==> src/rtl/ncc_scan_controller.sv <==
// NCC correlator scan sequencer: shifts the descriptor in from the PCI byte
// stream, walks one window row out of the window BRAM through the PE chain,
// and keeps the best (maximum) correlation score with its column position.
module ncc_scan_controller #(
    parameter int DESC_PIXELS = 256,
    parameter int WIN_W       = 80,
    parameter int PE_COLS     = 16,
    parameter int ACC_W       = 32,
    parameter int ADDR_W      = 10
) (
    input  logic                     clk,
    input  logic                     rst,
    input  logic                     start,
    input  logic [7:0]               pci_in,
    input  logic                     pci_valid,
    output logic                     pci_ready,
    output logic                     desc_load,
    output logic                     desc_shift,
    output logic                     win_rd_en,
    output logic [ADDR_W-1:0]        win_addr,
    output logic                     pe_win_load,
    output logic                     pe_acc_load,
    input  logic signed [ACC_W-1:0]  score_in,
    output logic                     busy,
    output logic                     done,
    output logic signed [ACC_W-1:0]  best_score,
    output logic [$clog2(WIN_W)-1:0] best_pos
);

    localparam int DCW = $clog2(DESC_PIXELS + 1);
    localparam int LCW = $clog2(WIN_W + 1);
    localparam int PW  = $clog2(WIN_W);

    localparam logic [DCW-1:0]          DESC_LAST   = DCW'(DESC_PIXELS - 1);
    localparam logic [ADDR_W-1:0]       RD_LAST     = ADDR_W'(WIN_W - 1);
    localparam logic [LCW-1:0]          LD_LAST     = LCW'(WIN_W);
    localparam logic [LCW-1:0]          LD_FIRST_SC = LCW'(PE_COLS);
    localparam logic signed [ACC_W-1:0] SCORE_MIN   = {1'b1, {(ACC_W-1){1'b0}}};

    typedef enum logic [2:0] {
        S_IDLE,
        S_LOAD_DESC,
        S_SCAN,
        S_DRAIN,
        S_DONE
    } state_e;

    state_e                   state_q, state_d;
    logic [DCW-1:0]           desc_cnt_q, desc_cnt_d;
    logic [ADDR_W-1:0]        rd_cnt_q, rd_cnt_d;
    logic [LCW-1:0]           ld_cnt_q, ld_cnt_d;
    logic                     pe_load_q;
    logic                     sample_q;
    logic signed [ACC_W-1:0]  best_score_q, best_score_d;
    logic [PW-1:0]            best_pos_q, best_pos_d;
    logic                     start_match;
    logic                     score_win;

    // Descriptor bytes travel straight from the PCI bus into the descriptor
    // shift register; the controller only supplies the load/shift strobes.
    logic unused_pci;
    assign unused_pci = ^pci_in;

    // BRAM read data arrives one cycle after the strobe, so PE loads trail it.
    assign pe_win_load = pe_load_q;
    assign pe_acc_load = pe_load_q;
    assign best_score  = best_score_q;
    assign best_pos    = best_pos_q;

    // Next-state logic and per-state strobes.
    always_comb begin
        state_d     = state_q;
        desc_cnt_d  = desc_cnt_q;
        rd_cnt_d    = rd_cnt_q;
        start_match = 1'b0;
        pci_ready   = 1'b0;
        desc_load   = 1'b0;
        desc_shift  = 1'b0;
        win_rd_en   = 1'b0;
        win_addr    = '0;
        busy        = 1'b1;
        done        = 1'b0;
        case (state_q)
            S_IDLE: begin
                busy = 1'b0;
                if (start) begin
                    start_match = 1'b1;
                    desc_cnt_d  = '0;
                    rd_cnt_d    = '0;
                    state_d     = S_LOAD_DESC;
                end
            end
            S_LOAD_DESC: begin
                pci_ready = 1'b1;
                if (pci_valid) begin
                    desc_load  = (desc_cnt_q == '0);
                    desc_shift = (desc_cnt_q != '0);
                    desc_cnt_d = desc_cnt_q + 1'b1;
                    if (desc_cnt_q == DESC_LAST) begin
                        state_d = S_SCAN;
                    end
                end
            end
            S_SCAN: begin
                win_rd_en = 1'b1;
                win_addr  = rd_cnt_q;
                rd_cnt_d  = rd_cnt_q + 1'b1;
                if (rd_cnt_q == RD_LAST) begin
                    state_d = S_DRAIN;
                end
            end
            S_DRAIN: begin
                // Leave once the score belonging to the final load is sampled.
                if (sample_q && (ld_cnt_q == LD_LAST)) begin
                    state_d = S_DONE;
                end
            end
            S_DONE: begin
                done    = 1'b1;
                state_d = S_IDLE;
            end
            default: begin
                state_d = S_IDLE;
            end
        endcase
    end

    // Load counting and best-score tracking; ties keep the earlier position.
    always_comb begin
        ld_cnt_d     = ld_cnt_q;
        best_score_d = best_score_q;
        best_pos_d   = best_pos_q;
        // sample_q marks the cycle after load n, when ld_cnt_q already equals n.
        score_win    = sample_q && (ld_cnt_q >= LD_FIRST_SC) && (score_in > best_score_q);
        if (start_match) begin
            ld_cnt_d     = '0;
            best_score_d = SCORE_MIN;
            best_pos_d   = '0;
        end else begin
            if (pe_load_q) begin
                ld_cnt_d = ld_cnt_q + 1'b1;
            end
            if (score_win) begin
                best_score_d = score_in;
                best_pos_d   = PW'(ld_cnt_q - LD_FIRST_SC);
            end
        end
    end

    // State, counters and result registers with synchronous active-low reset.
    always_ff @(posedge clk) begin
        if (!rst) begin
            state_q      <= S_IDLE;
            desc_cnt_q   <= '0;
            rd_cnt_q     <= '0;
            ld_cnt_q     <= '0;
            pe_load_q    <= 1'b0;
            sample_q     <= 1'b0;
            best_score_q <= '0;
            best_pos_q   <= '0;
        end else begin
            state_q      <= state_d;
            desc_cnt_q   <= desc_cnt_d;
            rd_cnt_q     <= rd_cnt_d;
            ld_cnt_q     <= ld_cnt_d;
            pe_load_q    <= win_rd_en;
            sample_q     <= pe_load_q;
            best_score_q <= best_score_d;
            best_pos_q   <= best_pos_d;
        end
    end

endmodule

==> config.mk <==
export PLATFORM = sky130hd
export DESIGN_NAME = ncc_scan_controller
export DESIGN_NICKNAME = d
export VERILOG_FILES = /design/src/rtl/ncc_scan_controller.sv
export SDC_FILE = /design/constraint.sdc
export NUM_CORES = 1
export LEC_CHECK = 0
export CORE_MARGIN = 2
export CORE_UTILIZATION = 54
export CTS_CLUSTER_DIAMETER = 30
export DETAILED_ROUTE_END_ITERATION = 16
export PLACE_DENSITY = 0.86
export SLEW_MARGIN = 30
export SYNTH_ARGS = -nofsm -noshare
export SYNTH_HDL_FRONTEND = slang
export SYNTH_SLANG_ARGS = --single-unit
==> constraint.sdc <==
create_clock -name clk -period 6.2 [get_ports clk]
set_clock_uncertainty 0.2 [all_clocks]
set_input_delay 0.62 -clock clk [delete_from_list [all_inputs] [get_ports clk]]
set_output_delay 0.62 -clock clk [all_outputs]
set_load 0.01 [all_outputs]
Word-level counts from Yosys, hierarchy flattened
Cells that the tools add are included.
Storage, ports and cells
  bits in registers: 70
  bits of input ports: 44
Cells by class
  add/sub/neg operators: 4
  order comparisons: 2
  eq/ne operators: 12
  mux-type cells: 24
  bitwise operators: 1
  reductions and logical operators: 13
Operators by type and width (number)
  32-bit two-way mux: 2
  32-bit > comparator: 1
  10-bit two-way mux: 2
  10-bit case mux with 2 select lines: 1
  9-bit two-way mux: 2
  9-bit case mux with 2 select lines: 1
  3-bit two-way mux: 5
  3-bit case mux with 4 select lines: 1
  10-bit by 1-bit adder with 10-bit output (second input constant): 1
  10-bit by 7-bit equality test with 1-bit output (second input constant): 1
  1-bit two-way mux: 10
  2-bit inequality test (second input constant): 5
  9-bit by 1-bit adder with 9-bit output (second input constant): 1
  9-bit by 8-bit equality test with 1-bit output (second input constant): 1
  9-bit logical NOT: 1
  9-bit nonzero test: 1
  7-bit by 1-bit adder with 7-bit output (second input constant): 1
  7-bit equality test (second input constant): 1
  7-bit by 5-bit greater-or-equal comparator with 1-bit output (second input constant): 1
  7-bit by 5-bit subtractor with 7-bit output (second input constant): 1
  3-bit by 2-bit equality test with 1-bit output (second input constant): 2
  2-bit nonzero test: 3
  5-bit AND reduction: 1
  3-bit by 1-bit equality test with 1-bit output (second input constant): 1
  7 further kinds: 9

Logic depth before layout (Yosys ltp)
Gate-level depths: netlist of run 1.
  depth after elaboration: 5
  depth in mapped cells: 11
  mapped depth without buffers: 9

Least setup slack after synthesis of run 1
Ideal clock, no wire load.
  kind: input to register
  start point: input port score_in[14]
  end point: register best_pos_q[6] (netlist: best_pos[6])
  arrival: 2.467 ns
  data required time: 5.880 ns
  slack: 3.414 ns
  stages: 10
  path through: ha_1 a21oi_1 nand2_1 a22o_1 o41a_1 o31a_1 clkbuf_1 buf_6 buf_6 mux2i_1
Between the ends
  longest elaborated chain between the ends: 2
RTL lines
  start: declaration: line 23  | input logic signed [ACC_W-1:0] score_in,
  32-bit > comparator: line 134  | score_win = sample_q && (ld_cnt_q >= LD_FIRST_SC) && (score_in > best_score_q);
  1-bit logical AND: line 134
  end signal: assignment: line 169  | best_pos_q <= best_pos_d;
  end: declaration: line 55  | logic [PW-1:0] best_pos_q, best_pos_d;
Every way passes these cells.
A chain may end at the register's enable or synchronous reset.

Worst setup path after layout of run 1
  start point: input port score_in[31]
  end point: register best_score_q[4] (netlist: best_score[4])
Between the ends
  longest elaborated chain between the ends: 2
RTL lines
  32-bit > comparator: line 134
  1-bit logical AND: line 134
  end signal: assignment: line 168  | best_score_q <= best_score_d;
  end: declaration: line 54  | logic signed [ACC_W-1:0] best_score_q, best_score_d;
Every way passes these cells.

==> results by stage, run 1 <==
Power:
- The sequential power share is 45.6%.
- Combinational logic is responsible for 25.5% of the overall power.
- The worst-case IR drop observed on VDD is roughly 0.22 mV.
- Internal power comes to 713 uW.
- The reported net switching power is 352 uW.
- The clock network accounts for 28.8% of the total power.
- The switching portion of total power is 33.0%.
- The leakage power is 0.00188 uW.
- The total design power is approximately 1100 uW.
- The power per cell area is 207 nW/um^2.

Timing:
- Setup repair after global routing left no endpoint under its margin.
- The transition time at the pin with the least slew margin is 0.691 ns.
- The sum of negative setup slack is 0 ns.
- In the finished design, the share of the clock period the worst path needs comes to between 50 and 60%.
- The total count of max-transition violations in the final report came to 0.
- After layout, the minimum clock period comes to 3.59 ns.
- The achievable clock frequency is 0.278 GHz.
- The number of setup violations in the final report is 0.
- The worst pin sits at a relative slew slack of 53.9%.
- Hold is met by between 0.2 and 0.3 ns.
- The hold violation total from the final report is 0.
- In the post-route analysis, the smallest setup slack over all paths is 2.61 ns.

Final layout:
- The total of fill cells in the finished design is just over 600.
- The number of antenna diodes in the final layout is 0.
- Leaving out fill and tap cells, the most frequent cell in the layout is sky130_fd_sc_hd__nand2_1.
- The top cell types in the final layout, fill and taps aside, are sky130_fd_sc_hd__nand2_1, sky130_fd_sc_hd__clkdlybuf4s50_1, sky130_fd_sc_hd__dfxtp_1, sky130_fd_sc_hd__inv_1, sky130_fd_sc_hd__ha_1.
- For this run, the post-layout net count is 661.
- The area growth from synthesis to layout is 27.8%.
- Cells with a size suffix above 1 make up 3.28% of the layout.

Routing:
- The via count normalized by instance count is about 5.4.
- The first detailed-routing pass ran for 4 iterations.
- The sum of routed wire segments on met1 is 4100 um.
- The mean routed wirelength per cell is roughly 14 um.
- The routed design uses 416 um of met3 wire.
- The total length of routed met2 wires is 4890 um.
- Once detail routing completed, the nets flagged for antenna violations numbered 0.
- The total number of vias is approximately 3700.
- For this block, the routed nets add up to 9570 um of wire.
- The highest metal layer carrying signal wires in the routed design is met4.
- The starting DRC count in detailed routing is 107.
- The DRC violation count after routing is 0.

Setup path:
- Walking the worst path, the cells encountered are clkdlybuf4s50_1, ha_1, nand4_1, nor4_1, o41a_1, o31a_2, buf_4, mux2i_1.
- The cell family contributing the most delay on the critical path is buffers and inverters.
- The worst register-to-register path has a setup slack of a little under 3 ns.
- The category of the worst setup path capture point is a register.
- The slowest stage of the critical path belongs to the cell sky130_fd_sc_hd__nor4_1.
- The number of cells traversed by the worst register-to-register path is 8.
- The count of cell instances traversed by the critical path is 8.
- The data arrival time at the worst-slack endpoint is 3.66 ns.
- The timing startpoint of the critical path is score_in[31].
- Of all nets on the critical path, the largest fanout is 26.
- The kind of start point of the critical path is an input pin.
- The endpoint of the worst register-to-register path is best_score[4].
- The critical path contains buffers and inverters numbering 2 combined.
- The setup path with the least slack is of type input pin to register.
- Data on the critical path is required at its endpoint by approximately 6.3 ns.
- The capturing instance or port of the critical path is best_score[4].
- The reg-to-reg critical path startpoint is best_score[31].
- For this run, the slowest stage of the critical path takes around 0.53 ns.

Placed design:
- The final weighted congestion of routability-driven global placement is between 0.8 and 0.9.
- The estimated wirelength of the detail-placed design is between 7000 and 8000 um.
- The placement-stage worst setup slack is 2.25 ns.
- The number of I/O port buffers is 92.

Min path:
- The class of the tightest hold or removal check is register to register.
- Counting instances, the worst hold path has a depth of 2.

Yosys:
- During synthesis, Yosys emitted a total of 0 warnings.
- Yosys mapped the design onto 46 distinct sky130hd cell types.
- Sequential elements use approximately a third of the synthesized area.
- The average instance area after synthesis is 8.19 sq um.
- The fraction of registers with async set or reset after synthesis is 0%.
- The net count of the mapped netlist is 576.
- Sorting the synthesized cells by area gives the leading types as sky130_fd_sc_hd__dfxtp_1, sky130_fd_sc_hd__ha_1, sky130_fd_sc_hd__mux2i_1.
- Counting every instance in the synthesized netlist gives 491.
- The largest area contributor in the netlist is sky130_fd_sc_hd__dfxtp_1.
- Counting flops and latches in the post-synthesis netlist gives 70.
- The mapped netlist covers 4020 sq um.
- Among all flip-flop cells after synthesis, the most frequent one is sky130_fd_sc_hd__dfxtp_1.
- The synthesized design devotes to its leading area cell type between 30% and 40% of total area.
- In this run, synthesis inferred 0 flip-flops with an integrated enable.

Global routing:
- Summed over all layers, the global routing overflow is 0.
- The number of antenna violations at the first check in global routing is 0.
- The first global-routing pass estimated 15900 um of wire.
- In the global route stage, overall resource usage came out at between 20% and 30%.
- The number of global-route vias before repair came to roughly 3600.
- Entering global routing, the biggest net connects 75 pins.

Clock tree:
- CTS placed an instance of sky130_fd_sc_hd__clkbuf_8 at the clock tree root.
- The clock sink count is 70.
- The later-pin clock latency in the skew report is between 0.3 and 0.4 ns.
- After clock tree synthesis, the clock-pin slew on the worst setup and hold paths is 0.07 ns.
- TritonCTS built the clock tree.
- Hold repair after CTS inserted 0 buffers.
- The H-tree generated during clock tree synthesis spans 3 levels.
- The maximum number of buffers from clock root to sink is 2.
- Once the clock tree was built, the setup fixing pass inserted 0 buffers.
- After clock tree synthesis, the repair step resized 0 gates.
- Buffers inserted during clock tree synthesis total 9.

Die:
- Measured along the y axis, the die boundary spans 90.3 um.
- In this run the count of I/O pins placed on the die edge is 101.
- The total number of placement rows is 31.
- The initial utilization of the core area, before any placement, comes to 55.7%.
- The floorplan step defined a die boundary enclosing 8150 sq um.
- The width of the die is 90.3 um.
- The floorplan step defined a core boundary enclosing 7210 sq um.

Flow run:
- The tool flagged a number of max-cap violations equal to 0.

Outcome:
- The run finished with clean final reports.
cells in the mapped netlist, types with 2 or more instances:
cell type,number
sky130_fd_sc_hd__nand2_1,102
sky130_fd_sc_hd__dfxtp_1,70
sky130_fd_sc_hd__inv_1,42
sky130_fd_sc_hd__ha_1,41
sky130_fd_sc_hd__mux2i_1,40
sky130_fd_sc_hd__nor2_1,26
sky130_fd_sc_hd__a21oi_1,23
sky130_fd_sc_hd__and2_1,16
sky130_fd_sc_hd__clkbuf_1,15
sky130_fd_sc_hd__o21ai_0,14
sky130_fd_sc_hd__nand3_1,13
sky130_fd_sc_hd__nand4_1,13
sky130_fd_sc_hd__xor2_1,8
sky130_fd_sc_hd__nor2b_1,7
sky130_fd_sc_hd__a21boi_0,5
sky130_fd_sc_hd__and3_1,5
sky130_fd_sc_hd__nor3_1,5
sky130_fd_sc_hd__or3_1,5
sky130_fd_sc_hd__o211a_1,3
sky130_fd_sc_hd__xnor2_1,3
sky130_fd_sc_hd__a22oi_1,2
sky130_fd_sc_hd__a31oi_1,2
sky130_fd_sc_hd__buf_2,2
sky130_fd_sc_hd__buf_6,2
sky130_fd_sc_hd__nand3b_1,2
sky130_fd_sc_hd__nor4_1,2
sky130_fd_sc_hd__nor4b_1,2
sky130_fd_sc_hd__o211ai_1,2
sky130_fd_sc_hd__o311ai_0,2
sequential cells by signal (all words and copies together), names as in the netlist:
name,cells
pe_acc_load,1
best_pos,7
desc_cnt_q,9
rd_cnt_q,10
sample_q,1
ld_cnt_q,7
state_q,3
best_score,32
per-layer routing:
layer  vias to the layer above  GRT usage [%]
met1                      1723           28.4
met3                        13           3.42
met5                         -              0
met4                         0           9.87
li1                       1832              -
met2                       100           41.8
kinds of logic after synthesis:
| family | share of synthesized area [%] |
|---|---|
| buffers and inverters | 6.41 |
| AOI/OAI and AO/OA | 10.1 |
| adders and majority gates | 12.8 |
| DFF | 34.9 |
| muxes | 9.96 |
| xor gates and xnor gates | 2.40 |
| and+or+nand+nor | 23.5 |
power groups by stage:
| stage | clock, uW | combinational (uW) | sequential, uW |
|---|---|---|---|
| final | 307 | 272 | 486 |
| after global routing | 327 | 303 | 488 |
| after detailed placement | 0 | 267 | 495 |
| after floorplan | 0 | 181 | 485 |
| after global placement | 0 | 256 | 494 |
| after CTS | 310 | 271 | 485 |
stage by stage:
step	instances	util [%]	instance area (sq um)
2_1_floorplan	491	-	4020
3_3_place_gp	664	69.1	4980
3_5_place_dp	664	69.1	4980
4_1_cts	678	71.2	5140
5_1_grt	678	71.2	5140
6_report	678	71.2	5140
worst reg2reg max path: cells and delay by family (launching register included):
| kind | cells | cell delay (ns) |
|---|---|---|
| fa+ha+maj | 1 | 0.32 |
| simple gates | 2 | 0.71 |
| buf+inv | 2 | 0.54 |
| mux | 1 | 0.28 |
| flops | 1 | 0.35 |
| compound gates | 2 | 0.78 |
worst min-delay path by stage:
stage / startpoint / endpoint / slack, ns
6_report: best_pos[1] / best_pos[1] / 0.27
5_1_grt: best_pos[6] / best_pos[6] / 0.29
4_1_cts: best_pos[3] / best_pos[3] / 0.27
3_5_place_dp: best_pos[3] / best_pos[3] / 0.26
3_3_place_gp: best_pos[0] / best_pos[0] / 0.25
2_1_floorplan: desc_cnt_q[8] / desc_cnt_q[8] / 0.25
area by class of cell:
class | instances | area, sq um | area share [%]
clock buffer | 9 | 124 | 2.41
multi-input combinational | 358 | 2360 | 46.0
sequential | 70 | 1400 | 27.3
timing repair buffer | 94 | 936 | 18.2
clock inverter | 5 | 28.8 | 0.560
tap | 99 | 124 | 2.41
inverter | 43 | 161 | 3.14
Power figures use the tool's default switching activity.
==> run 2: changes to the inputs <==
Settings changed: CORE_UTILIZATION 54 to 45, PLACE_DENSITY 0.86 to 0.76.
Clock period 6.2 ns to 3.25 ns, I/O delays scaled along.
==> run 2 against run 1 <==
  * Count of clock-buffer cells in the layout grew 2
  * Sequential power rose by 91%
  * Largest power group unchanged
  * Register-to-register slack got worse by 2.5 ns
  * Largest cell class unchanged
  * Flip-flop and latch count unchanged
==> results by stage, run 2 (synthesis gave the netlist of run 1 again) <==
Outcome:
- Result of the run: finished, final reports clean (unchanged).

Min path:
- The number of instances on the worst hold path is 2 (unchanged).
- The endpoint of the worst hold-timing path is best_pos[6] (was best_pos[1]).
- The start point of the worst hold path is best_pos[6] (was best_pos[1]).
- The class of the tightest hold or removal check is register to register (unchanged).

Routing:
- The via count normalized by instance count came to 5.19 (was 5.41).
- The total number of vias was 3583 (was 3668).
- The number of detailed-routing iterations run before antenna repair came to 4 (unchanged).
- The final wirelength is 9020 um (was 9570 um).
- The starting DRC count in detailed routing came to 142 (was 107).
- The number of antenna-violating nets in the routed design was 0 (unchanged).
- The DRC violation count after routing came to 0 (unchanged).
- The mean routed wirelength per cell is 13.1 um (was 14.1 um).

Final layout:
- The total of fill cells in the finished design is 768 (was 607).
- The number of flip-flops in the largest register is 32 (unchanged).
- The most frequent standard cell in the layout excluding fill and tap cells is sky130_fd_sc_hd__nand2_1 (unchanged).
- The final instance area is 5250 sq um (was 5140 sq um).
- The layout cell share with drive strength beyond 1 is 4.12% (was 3.28%).
- The filler-free cell count of the finished design is 691 (was 678).
- The antenna cell count is 0 (unchanged).
- The storage element area is 1400 sq um (unchanged).
- Most used cells in the layout excluding fill and tap cells: sky130_fd_sc_hd__nand2_1, sky130_fd_sc_hd__clkdlybuf4s50_1, sky130_fd_sc_hd__dfxtp_1, sky130_fd_sc_hd__inv_1, sky130_fd_sc_hd__ha_1 (unchanged).
- The area growth from synthesis to layout was 30.6% (was 27.8%).
- The count of nets after finishing is 663 (was 661).
- The share of the core filled with cells in the final layout is 60.5% (was 71.2%).
- The area of the multi-input gates was 2360 sq um (unchanged).

Setup path:
- The slowest cell on the critical path was sky130_fd_sc_hd__clkdlybuf4s50_1 (was sky130_fd_sc_hd__nor4_1).
- The reg-to-reg critical path startpoint is best_score[19] (was best_score[31]).
- The kind of start point of the critical path is a register (was input pin).
- The count of cell instances traversed by the critical path came to 5 (was 8).
- The cell family contributing the most delay on the critical path was buffers and inverters (unchanged).
- The required time of the worst setup path was 2.72 ns (was 6.26 ns).
- Critical path, cell by cell: nor2_1, nand2_1, clkinvlp_4, and2_1, clkdlybuf4s50_1 (was clkdlybuf4s50_1, ha_1, nand4_1, nor4_1, o41a_1, o31a_2, buf_4, mux2i_1).
- The startpoint-to-endpoint class of the critical path is register to primary output (was input pin to register).
- The number of cells traversed by the worst register-to-register path is 8 (unchanged).
- The count of buffering cells on the critical path with inverters included is 2 (unchanged).
- The largest fanout of any net on the critical path came to 19 (was 26).
- The category of the worst setup path capture point is a primary output (was register).
- The internal reg-to-reg setup slack is 0.42 ns (was 2.93 ns).
- The delay of the slowest cell on the worst path is 0.48 ns (was 0.53 ns).
- The data arrival time at the worst-slack endpoint is 2.42 ns (was 3.66 ns).
- The endpoint of the worst register-to-register path is best_score[18] (was best_score[4]).

Timing:
- The worst path uses ~91% of the clock period.
- The smallest clock period supported by the final layout is computed as 2.94 ns.
- The number of setup violations in the final report is 0 (unchanged).
- The tightest hold margin was 0.261 ns (was 0.267 ns).
- Unrepaired setup endpoints after global routing: no (unchanged).
- The achievable clock frequency is 0.340 GHz.
- The remaining max-slew budget at the tightest pin came to 58.3% (was 53.9%).
- The transition time at the pin with the least slew margin came to 0.621 ns (was 0.691 ns).
- The total count of max-transition violations in the final report is 0 (unchanged).
- The hold violation total from the final report is 0 (unchanged).

Die:
- The floorplan die area was 9700 sq um (was 8150 sq um).
- The placeable core region is 8680 sq um (was 7210 sq um).
- The total number of placement rows came to 34 (was 31).
- The number of ports placed on the die boundary is 101 (unchanged).
- The effective utilization at floorplan is 46.3% (was 55.7%).
- The width of the die came to 98.5 um (was 90.3 um).
- The die boundary height is 98.5 um (was 90.3 um).

Clock tree:
- The total of cells resized after clock tree synthesis came to 0 (unchanged).
- The CTS root buffer is sky130_fd_sc_hd__clkbuf_8 (unchanged).
- The post-cts hold buffer count is 0 (unchanged).
- The CTS tree was yes (unchanged).
- The clock buffer count from CTS came to 9 (unchanged).
- The H-tree depth is 3 (unchanged).
- The clock sink count came to 70 (unchanged).
- The number of post-CTS setup repair buffers is 0 (unchanged).
- The later-pin clock latency in the skew report was 0.35 ns (was 0.34 ns).
- The maximum number of buffers from clock root to sink is 2 (unchanged).
- The clock-pin slew on the worst setup and hold paths was 0.08 ns (was 0.07 ns).

Global routing:
- The sum of overflow across all layers after global routing came to 0 (unchanged).
- The number of antenna violations at the first check in global routing is 0 (unchanged).
- The total track usage is 18.6% (was 23.5%).
- The maximum number of pins on one net before global-route repair came to 75 (unchanged).
- The global-route wire length before repair is 15000 um (was 15900 um).
- The number of global-route vias before repair came to 3396 (was 3560).

Placed design:
- The final weighted congestion of routability-driven global placement is 0.869 (was 0.876).
- The number of I/O port buffers is 92 (unchanged).
- The placed cell area is 5040 sq um (was 4980 sq um).
- The post-placement cell count is 675 (was 664).
- The estimated wirelength of the detail-placed design is 6700 um (was 7110 um).

Power:
- The power per cell area is 415 nW/um^2 (was 207 nW/um^2).
- The leakage power is 0.00191 uW (was 0.00188 uW).
- The total design power is 2180 uW (was 1070 uW).
- The maximum vdd ir drop was 0.373 mV (was 0.222 mV).

Flow run:
- The count of max-cap constraint violations is 0 (unchanged).
[run 2: changes by cell type in the layout (fill, tap and decap cells not counted), sizes merged]
cell	before	now
buf	2	4
bufinv	0	1
clkbuf	9	11
clkinv	6	1
clkinvlp	0	4
[run 2: worst max path at each step]
stage               slack [ns]             end      startpoint
floorplan                 0.67     best_pos[6]  best_score[14]
global placement          0.09     best_pos[1]    score_in[30]
detailed placement       -0.03  best_score[18]    score_in[31]
CTS                       0.18     win_addr[5]      state_q[0]
global route              0.12     win_addr[5]      state_q[0]
finish                    0.31     win_addr[5]      state_q[0]
[run 2: final cells by class]
class                   instances  area share (%)
well taps                     108            2.57
inverters                      43            3.15
repair buffers                 96            18.6
clock inverters                 5            1.10
multi-input cells             358            45.0
clock buffers                  11            2.88
flip-flops and latches         70            26.7
[run 2: power breakdown]
part / switching, uW / total [uW] / internal (uW) / leakage (uW)
clock: 339 / 734 / 395 / 0.0000976
sequential: 43.0 / 927 / 884 / 0.000565
combinational: 299 / 519 / 220 / 0.00125
[run 2: per-stage QoR]
step / setup WS (ns) / TNS (ns)
3_3_place_gp: 0.0900 / 0
5_1_grt: 0.124 / 0
4_1_cts: 0.180 / 0
2_1_floorplan: 0.668 / 0
6_report: 0.308 / 0
3_5_place_dp: -0.0334 / -0.108
[run 2: routing by layer]
metal | part of all wire (%) | vias to the layer above | global-route usage, % | routed length (um)
li1 | - | 1835 | - | -
met1 | 45 | 1666 | 21.8 | 4060
met2 | 48 | 72 | 32.8 | 4360
met3 | 5.3 | 10 | 5.67 | 475
met4 | 1.4 | 0 | 5.69 | 125
met5 | 0 | - | 0 | 0
[run 2: worst min-delay path, stage by stage, from the launching register on]
cell and delay (ns):
sky130_fd_sc_hd__dfxtp_1 0.31, sky130_fd_sc_hd__nand2_1 0.05, sky130_fd_sc_hd__mux2i_1 0.05
==> patch: new RTL, flow settings as in run 2 <==
Encoding of `state_e`: now one-hot (5 bits for 5 states).
--- a/src/rtl/ncc_scan_controller.sv
+++ b/src/rtl/ncc_scan_controller.sv
@@ -39,8 +39,8 @@
 
-    typedef enum logic [2:0] {
-        S_IDLE,
-        S_LOAD_DESC,
-        S_SCAN,
-        S_DRAIN,
-        S_DONE
+    typedef enum logic [4:0] {
+        S_IDLE      = 5'b00001,
+        S_LOAD_DESC = 5'b00010,
+        S_SCAN      = 5'b00100,
+        S_DRAIN     = 5'b01000,
+        S_DONE      = 5'b10000
     } state_e;
Formal check against the unedited RTL: same outputs for any inputs over 10 cycles, from zero or initial values and one cycle with rst low; not proved beyond that.
==> patch against run 2 <==
Wire length rose by 2.7%; synthesized area rose by 0.75%; count of clock-buffer cells in the layout rose by 3; hold slack about the same; cell area grew 0.76%; sequential cell count up 2; worst setup slack gained 0.079 ns; highest routed layer unchanged.
Power is not compared: it rests on default switching activity, and its combinational part moved more than twofold at a synthesized area within 25%.
==> patch: results (changes against run 2) <==
- Drt pass-1 iters: 6 (was 4)
- Dpl cells: 678 (was 675)
- Status: completed (unchanged)
- Initial DRC Count: 129 (was 142)
- CP Data Arrival Time: 2.34 ns (was 2.42 ns)
- Fraction of area in multi-input gates: 44.5% (was 45.0%)
- First-pass GRT wire length: 15600 µm (was 15000 µm)
- Vias per cell: 5.15 (was 5.19)
- Met1 usage: 24.7% (was 21.8%)
- Inverter count: 45 (was 43)
- Fill cell count: 749 (was 768)
- Worst reg2reg startpoint: best_score[31]$_SDFFE_PN0P_ (was best_score[19]$_SDFFE_PP0P_)
- Reg2reg setup slack: 0.45 ns (was 0.42 ns)
- Non-clock buffers: 97 (was 96)
- Post-synthesis xor/xnor area fraction: 4.11% (was 2.40%)
- Mapped Nets: 577 (was 576)
- Die area: 9770 µm² (was 9700 µm²)
- Post-synthesis mux area share: 9.15% (was 9.96%)
- Main area contributors after synthesis: dfxtp_1 36%, ha_1 13%, nand2_1 9.4%, mux2i_1 9.1%, inv_1 4.2% (was dfxtp_1 35%, ha_1 13%, mux2i_1 10%, nand2_1 9.5%, inv_1 3.9%)
- Pre-CTS setup slack: 0.0348 ns (was -0.0334 ns)
- RePlAce Congestion: 0.808 (was 0.869)
- Fraction of area in registers: 27.3% (was 26.7%)
- Non-clock buffering overhead: 18.4% (was 18.6%)
- Wirelength per Cell: 13.3 µm (was 13.1 µm)
- Placed Area: 5070 µm² (was 5040 µm²)
- Total GRT Usage: 19.4% (was 18.6%)
- Clock-cell share of area: 4.12% (was 3.98%)
- Register Area: 1440 µm² (was 1400 µm²)
- Reg2reg end: best_score[28]$_SDFFE_PP0P_ (was best_score[18]$_SDFFE_PP0P_)
- M2 GR Usage: 33.2% (was 32.8%)
- Sequential area share after synthesis: 35.6% (was 34.9%)
- DP Wirelength: 6850 µm (was 6700 µm)
[patch: worst max-delay path: stages, from the launching register on]
cell	delay, ns
dfxtp_1	0.34
or3_1	0.40
or2_2	0.33
inv_1	0.13
nand2_1	0.12
a21oi_1	0.13
clkdlybuf4s50_1	0.55
[patch: metal layers]
metal  up-vias  part of all wire, %
met5         -                    0
met4         0                  2.0
met3        14                  3.8
met2        81                   49
met1      1640                   45
li1       1841                    -
[patch: worst max-delay path by stage]
| stage | startpoint | end | slack (ns) |
|---|---|---|---|
| after CTS | state_q[4]$_SDFFE_PN0P_ | desc_shift | 0.36 |
| after global placement | score_in[31] | best_score[21]$_SDFFE_PP0P_ | 0.19 |
| after floorplan | best_score[14]$_SDFFE_PP0P_ | best_pos[0]$_SDFFE_PP0P_ | 0.67 |
| after global routing | score_in[31] | best_score[23]$_SDFFE_PP0P_ | 0.13 |
| after detailed placement | score_in[31] | best_score[28]$_SDFFE_PP0P_ | 0.03 |
| final | state_q[4]$_SDFFE_PN0P_ | desc_shift | 0.39 |
